`src/rtl/fetch_buffer.sv`:
```
// Instruction fetch stage: word-addressed PC generator, 1-cycle imem reads, DEPTH-entry queue to decode.
// Define FETCH_BYPASS_EN to present a returning word directly when the queue is empty.
module fetch_buffer #(
   parameter int          DEPTH    = 4,
   parameter logic [31:0] RESET_PC = 32'h0000_0000
) (
   input  logic                     clk,
   input  logic                     rst,
   output logic                     imem_rena,
   output logic [31:0]              imem_addr,
   input  logic [31:0]              imem_rdata,
   input  logic                     redirect_valid,
   input  logic [31:0]              redirect_pc,
   output logic                     inst_valid,
   input  logic                     inst_ready,
   output logic [31:0]              inst,
   output logic [31:0]              inst_pc,
   output logic [31:0]              inst_pcn,
   output logic [$clog2(DEPTH):0]   count
);

   localparam int PW = $clog2(DEPTH);
   localparam int CW = PW + 1;
   localparam logic [CW-1:0] FULL = CW'(DEPTH);

   typedef enum logic [1:0] {IDLE, RUN, FLUSH} state_t;

   state_t          state;
   logic [31:0]     fetch_pc;
   logic [31:0]     resp_pc;
   logic            resp_v;
   logic [PW-1:0]   wr_ptr;
   logic [PW-1:0]   rd_ptr;
   logic [31:0]     mem_inst [DEPTH];
   logic [31:0]     mem_pc   [DEPTH];

   logic            bypass_hit;
   logic            accept;
   logic            push;
   logic            pop;
   logic            issue;
   logic [CW:0]     credit_used;
   logic [CW:0]     credit_cap;

`ifdef FETCH_BYPASS_EN
   assign bypass_hit = resp_v && (count == '0);
`else
   assign bypass_hit = 1'b0;
`endif

   always_comb begin
      inst_valid  = (count != '0) || bypass_hit;
      inst        = bypass_hit ? imem_rdata : mem_inst[rd_ptr];
      inst_pc     = bypass_hit ? resp_pc    : mem_pc[rd_ptr];
      inst_pcn    = inst_valid ? inst_pc + 32'd1 : '0;
      accept      = inst_valid && inst_ready;
      push        = resp_v && !(bypass_hit && inst_ready);
      pop         = accept && !bypass_hit;
      // Reads outstanding (request on the bus + response returning) hold credits;
      // a word leaving this cycle frees one, which sustains one fetch per cycle.
      credit_used = {1'b0, count} + {{CW{1'b0}}, imem_rena} + {{CW{1'b0}}, resp_v};
      credit_cap  = {1'b0, FULL} + {{CW{1'b0}}, accept};
      issue       = (state != IDLE) && (credit_used < credit_cap);
   end

   always_ff @(posedge clk) begin
      if (!rst) begin
         state     <= IDLE;
         fetch_pc  <= RESET_PC;
         imem_rena <= 1'b0;
         imem_addr <= RESET_PC;
         resp_v    <= 1'b0;
         resp_pc   <= '0;
         wr_ptr    <= '0;
         rd_ptr    <= '0;
         count     <= '0;
         for (int unsigned i = 0; i < DEPTH; i++) begin
            mem_inst[PW'(i)] <= '0;
            mem_pc[PW'(i)]   <= '0;
         end
      end else if (redirect_valid) begin
         // The redirect target is issued on the flush edge itself, so it is on
         // the bus the cycle after the redirect; the returning stale read is dropped.
         state     <= FLUSH;
         count     <= '0;
         wr_ptr    <= '0;
         rd_ptr    <= '0;
         resp_v    <= 1'b0;
         imem_rena <= 1'b1;
         imem_addr <= redirect_pc;
         fetch_pc  <= redirect_pc + 32'd1;
      end else begin
         state   <= RUN;
         resp_v  <= imem_rena;
         resp_pc <= imem_addr;
         if (push) begin
            mem_inst[wr_ptr] <= imem_rdata;
            mem_pc[wr_ptr]   <= resp_pc;
            wr_ptr           <= wr_ptr + PW'(1);
         end
         if (pop) begin
            rd_ptr <= rd_ptr + PW'(1);
         end
         count <= count + CW'(push) - CW'(pop);
         if (issue) begin
            imem_rena <= 1'b1;
            imem_addr <= fetch_pc;
            fetch_pc  <= fetch_pc + 32'd1;
         end else begin
            imem_rena <= 1'b0;
         end
      end
   end

   a_no_overflow: assert property (@(posedge clk) disable iff (!rst)
      !(push && !redirect_valid && (count == FULL)));

endmodule
```
`config.mk`:
```
export PLATFORM = sky130hd
export DESIGN_NAME = fetch_buffer
export DESIGN_NICKNAME = d
export VERILOG_FILES = /design/src/rtl/fetch_buffer.sv
export SDC_FILE = /design/constraint.sdc
export NUM_CORES = 1
export LEC_CHECK = 0
export CAP_MARGIN = 20
export CORE_MARGIN = 8
export CORE_UTILIZATION = 50
export DETAILED_ROUTE_END_ITERATION = 10
export PLACE_DENSITY = 0.86
export SLEW_MARGIN = 30
export SYNTH_ARGS = -nofsm -noshare
export SYNTH_HDL_FRONTEND = slang
export SYNTH_SLANG_ARGS = --single-unit
```
`constraint.sdc`:
```
create_clock -name clk -period 4.3 [get_ports clk]
set_clock_uncertainty 0.2 [all_clocks]
set_input_delay 1.29 -clock clk [delete_from_list [all_inputs] [get_ports clk]]
set_output_delay 1.29 -clock clk [all_outputs]
set_load 0.01 [all_outputs]
```
# Yosys cells after proc, flatten, opt, wreduce, memory -nomap -nowiden
# Memory sizes are Yosys's and may differ from the RTL's. A register that Yosys moved wholly into a read port is not among the register bits.
# Cells that the tools add are included.
[op_classes] n_addsub=10 order_cmp=1 n_mux=23 bitwise=1 reduce_logical=8
[op_table] cell="$mux W32" count=7
[op_table] cell="$add A32 B1 Y32 const B" count=3
[op_table] cell="$reduce_or A32 Y1" count=2
[op_table] cell="$mux W2" count=7
[op_table] cell="$mux W1" count=9
[op_table] cell="$add A2 B1 Y2 const B" count=2
[op_table] cell="$add A3 B1 Y4" count=1
[op_table] cell="$add A3 B1 Y4 const A" count=1
[op_table] cell="$add A4 B1 Y4" count=1
[op_table] cell="$lt A4 B4 Y1" count=1
[op_table] cell="$reduce_bool A2 Y1" count=2
[op_table] cell="$add A3 B1 Y3" count=1
[op_table] cell="$reduce_bool A3 Y1" count=1
[op_table] cell="$sub A3 B1 Y3" count=1
[op_table] cell="$logic_and A1 B1 Y1" count=2
[op_table] cell="$reduce_or A2 Y1" count=1
[op_table] cell="$not A1 Y1" count=1
[word_totals] regBits=107 mem_bits_rw=256 inputBits=68 out_inout_bits=133 word_cells=54 mem_count=2
[memory_table] name="mem_inst" depth=4 width=32 read_ports=1 rd_ports_with_merged_regs=1 write_ports=4 line="34" source="logic [31:0] mem_inst [DEPTH];"
[memory_table] name="mem_pc" depth=4 width=32 read_ports=1 rd_ports_with_merged_regs=1 write_ports=4 line="35" source="logic [31:0] mem_pc [DEPTH];"

# Depth between registers and ports, before layout
# Gate-level depths: netlist of run 1.
[logic_depth] depth_word=7 ltp_mapped=13 ltp_nobuf=10

# Worst setup path before layout of run 1
# No wires, ideal clock.
[synth_path] kind="input to register" start="in redirect_valid" end="mem mem_inst[1][0] (enable)" setup_time_ns=0.433 arrival_ns=3.873 t_required_ns=3.667 path_slack_ns=-0.205 stages=8 path_buffers=2 path_cell_list="buf_6 > inv_1 > nand2_1 > inv_1 > nand2_1 > nor3b_1 > clkbuf_1 > nand2b_1"
[synth_lines] item="from (decl)" line="12" source="input logic redirect_valid,"
[synth_lines] item="to (decl)" line="34"

==> results of run 1 <==
[cell usage after synthesis, types with 4 or more instances]
cell,n,area (um2)
sky130_fd_sc_hd__edfxtp_1,256,7687
sky130_fd_sc_hd__and2_1,200,1251
sky130_fd_sc_hd__nor2_1,117,439.2
sky130_fd_sc_hd__dfxtp_1,109,2182
sky130_fd_sc_hd__nand2_1,108,405.4
sky130_fd_sc_hd__and3_1,74,462.9
sky130_fd_sc_hd__clkbuf_1,69,259.0
sky130_fd_sc_hd__mux4_2,64,1441
sky130_fd_sc_hd__xnor2_1,47,411.6
sky130_fd_sc_hd__mux2i_1,38,380.4
sky130_fd_sc_hd__xor2_1,35,306.5
sky130_fd_sc_hd__nand3_1,33,165.2
sky130_fd_sc_hd__nand4_1,23,143.9
sky130_fd_sc_hd__a311oi_1,22,192.7
sky130_fd_sc_hd__inv_1,21,78.83
sky130_fd_sc_hd__nor3_1,21,105.1
sky130_fd_sc_hd__buf_2,17,85.08
sky130_fd_sc_hd__a21oi_1,15,75.07
sky130_fd_sc_hd__nand3b_1,13,97.59
sky130_fd_sc_hd__o211a_1,13,130.1
sky130_fd_sc_hd__o21ai_0,13,65.06
sky130_fd_sc_hd__a211oi_1,8,60.06
sky130_fd_sc_hd__ha_1,6,75.07
sky130_fd_sc_hd__mux2_2,6,67.56
sky130_fd_sc_hd__nand2b_1,6,37.54
sky130_fd_sc_hd__nor4_1,6,37.54
sky130_fd_sc_hd__o22ai_1,6,37.54
sky130_fd_sc_hd__a31oi_1,5,31.28
sky130_fd_sc_hd__nor3b_1,5,37.54
sky130_fd_sc_hd__or3_1,5,31.28
sky130_fd_sc_hd__nand4b_1,4,35.03
sky130_fd_sc_hd__nor4_2,4,50.05
[registers in the layout (all words and copies together) (netlist names), named ones only]
name       count
state          2
mem_inst     128
rd_ptr         2
imem_rena      1
push           1
wr_ptr         2
fetch_pc      32
resp_pc       32
imem_addr     32
count          3
mem_pc       128
[area by class of cell]
cell class,instances,share of cell area
flip-flops and latches,365,0.4530
multi-input cells,931,0.3257
repair buffers,313,0.1356
clock buffers,47,0.04653
well taps,455,0.02610
clock inverters,22,0.009352
inverters,22,0.003787
[logic make-up after synthesis]
logic type,after synthesis,share of synthesized area
simple gates,627,0.1944
flops,365,0.5708
buf+inv,118,0.02967
mux,108,0.1093
compound gates,106,0.04762
xor+xnor,82,0.04154
fa+ha+maj,8,0.006657
[where the power goes]
| part | switching, W | internal [W] | total, W |
|---|---|---|---|
| combinational | 0.000420 | 0.000361 | 0.000781 |
| sequential | 0.000106 | 0.00390 | 0.00401 |
| clock | 0.00136 | 0.00187 | 0.00322 |
| total | 0.00188 | 0.00613 | 0.00801 |
[path summary, 6_finish.rpt]
path,from,end,slack (ps),cells after the start
setup / recovery,register,inst_pcn[29],-110,12
hold / removal,fetch_pc[1],fetch_pc[1],270,2
setup reg to reg,count[0],fetch_pc[19],1290,12
hold reg to reg,fetch_pc[1],fetch_pc[1],270,2
[metrics by stage]
step	setup TNS (ps)	std cells	utilization	cell area, um2
final	-643.8	2155	0.6360	21810
after global routing	-2302	2155	0.6360	21810
after CTS	-1115	2141	0.6328	21700
after detailed placement	-9.742	2053	0.5901	20230
after global placement	0	2053	0.5901	20230
after floorplan	0	1414	-	17300
[critical path, stage by stage, from the launching register on]
cell	delay, ps
sky130_fd_sc_hd__dfxtp_4	370
sky130_fd_sc_hd__buf_12	150
sky130_fd_sc_hd__mux4_2	350
sky130_fd_sc_hd__nand4_1	190
sky130_fd_sc_hd__buf_4	210
sky130_fd_sc_hd__nor4_4	200
sky130_fd_sc_hd__buf_4	170
sky130_fd_sc_hd__buf_8	120
sky130_fd_sc_hd__buf_6	90
sky130_fd_sc_hd__nand4_1	110
sky130_fd_sc_hd__xnor2_1	210
sky130_fd_sc_hd__nor2_1	50
sky130_fd_sc_hd__buf_2	160
[repair_timing]
| item | in CTS | in global routing |
|---|---|---|
| endpoints found under the setup margin | 27 | 25 |
| buffers inserted | 17 | 15 |
| resized for setup | 101 | 20 |
| cloned | 2 | 0 |
| pin swaps | 11 | 20 |
[routing by layer]
layer,global-route usage,vias up,routed length (um)
met5,0,-,0
met4,0.06809,0,1340
met3,0.03666,82,4089
met2,0.3700,633,22720
met1,0.3008,6193,19330
li1,-,5666,-
==> results summary, run 1 <==
The flow ran to the end, but the final reports show violations. The final reports fail on setup timing. The number of storage elements in the synthesis netlist is 365.

The total power draw came out at 0.008012 W. The first global-routing pass estimated 73170 um of wire. Among all flip-flop cells after synthesis, the most frequent one is sky130_fd_sc_hd__edfxtp_1. The worst max-slew margin expressed relative to the limit came out at 0.5165. The number of maximum-capacitance violations came out at 0.

The number of global-route vias before repair came to 12850. The area of the mapped netlist came out at 17290 um2. The I/O pin count is 201. TritonCTS built the clock tree. The number of failing hold endpoints at the final stage is 0.

The number of nets in the synthesized netlist came out at 1490. The total clock buffers created by CTS came out at 38. The cell count after synthesis is 1414.

OpenSTA, run right after detailed placement, puts the worst setup slack at -9.742 ps. The final layout contains routed wiring with a total length of 47480 um. The number of antenna violations at the first check in global routing was 0. The number of pins with negative max-slew slack in the final report came out at 0.

The core area is 34290 um2. The count of nets left with antenna violations once routing finished came out at 0. The die footprint came out at 40790 um2. The sort of element at the start of the critical path is a register.

The setup violation total in the final timing report came out at 9. The number of distinct library cell variants in the gate-level netlist after synthesis is 59. The worst-case IR drop observed on VDD is 261.1 uV.

The overall routing resource usage came out at 0.2241. The root buffer cell chosen for the clock tree is sky130_fd_sc_hd__clkbuf_16. The detailed-route vias per instance came out at 5.835. In the final layout, the share of cells above drive strength 1 is 0.1782. Leaving out fill and tap cells, the most frequent cells in the layout are sky130_fd_sc_hd__edfxtp_1, sky130_fd_sc_hd__and2_1, sky130_fd_sc_hd__clkdlybuf4s50_1, sky130_fd_sc_hd__nor2_1. The number of core rows is 68. The final layout net count is 1747.

The number of buffers inserted by hold repair at cts came out at 0. The area added between synthesis and finish is 26.13%. The floorplan step set the die height to 202.0 um. The number of buffers on the longest clock path is 3. The initial utilization of the core area, before any placement, comes to 0.5043. The total inserted antenna cells came out at 0.

In the finished design, the share of the clock period the worst path needs comes to 1.026. The fmax is 226.7 MHz. The H-tree depth came out at 2.

The clock period minus final worst setup slack came out at 4412 ps. The detailed router finished its first iteration with 1101 violations. The critical path is of the register to output port type. The pin count of the biggest net entering global routing came out at 81.

The sink count of the clock tree is 365. The arrival time of data at the critical path endpoint is 2920 ps. The number of I/O port buffers is 200. The multi-input combinational cells in the finished layout cover a total of 7103 um2. STA classifies the critical path endpoint as an output port. The post-synthesis average cell area is 12.23 um2.

The count of TritonRoute iterations in the first routing pass came out at 5. The type of the worst min-delay path is register to register. The weighted congestion at the end of routability-driven global placement is 0.9264. The number of flops mapped to enable cells by yosys came out at 256. Setup repair after global routing could not meet its margin everywhere. From left edge to right edge, the die measures 202.0 um. In this run the worst path has a maximum fanout of 8. The clock-pin slew of the registers on the worst-case setup and hold paths came out at 60 ps. Data on the critical path is required at its endpoint by 2810 ps. The total congestion overflow is 0.

The number of warnings printed during yosys synthesis is 0. Across all layers, the routed design uses 12570 vias. The power density over the cells is 367.4 nW/um2. Leaving out fill and tap cells, the most frequent cell in the layout is sky130_fd_sc_hd__edfxtp_1. The worst hold-check slack is 271.0 ps. The post-detailed-placement half-perimeter wirelength is 29790 um. In the final routed layout, each cell accounts on average for 22.03 um.

In the routed design, unresolved DRC markers number 0. The fraction of registers with async set/reset is 0. The smallest setup slack after layout is -111.7 ps.

For the pin with the worst max-slew slack, the measured transition is 725.3 ps. The clock latency of the later-clocked register in the worst-skew pair came out at 530 ps. The flip-flop and latch area is 9878 um2. The fraction of the yosys area taken by sequential cells is 0.5708.

The leakage power figure came out at 8.356 nW. The number of fillers in the final layout is 2488.
(Power assumes the default switching activity.)
==> run 2, diff against run 1 <==
--- a/config.mk
+++ b/config.mk
@@ -8,6 +8,7 @@
 export CAP_MARGIN = 20
 export CORE_MARGIN = 8
 export CORE_UTILIZATION = 50
+export CTS_CLUSTER_DIAMETER = 60
 export DETAILED_ROUTE_END_ITERATION = 10
 export PLACE_DENSITY = 0.86
 export SLEW_MARGIN = 30
==> results of run 2 <==
No change in the layout: final DEF, timing and power equal those of run 1.
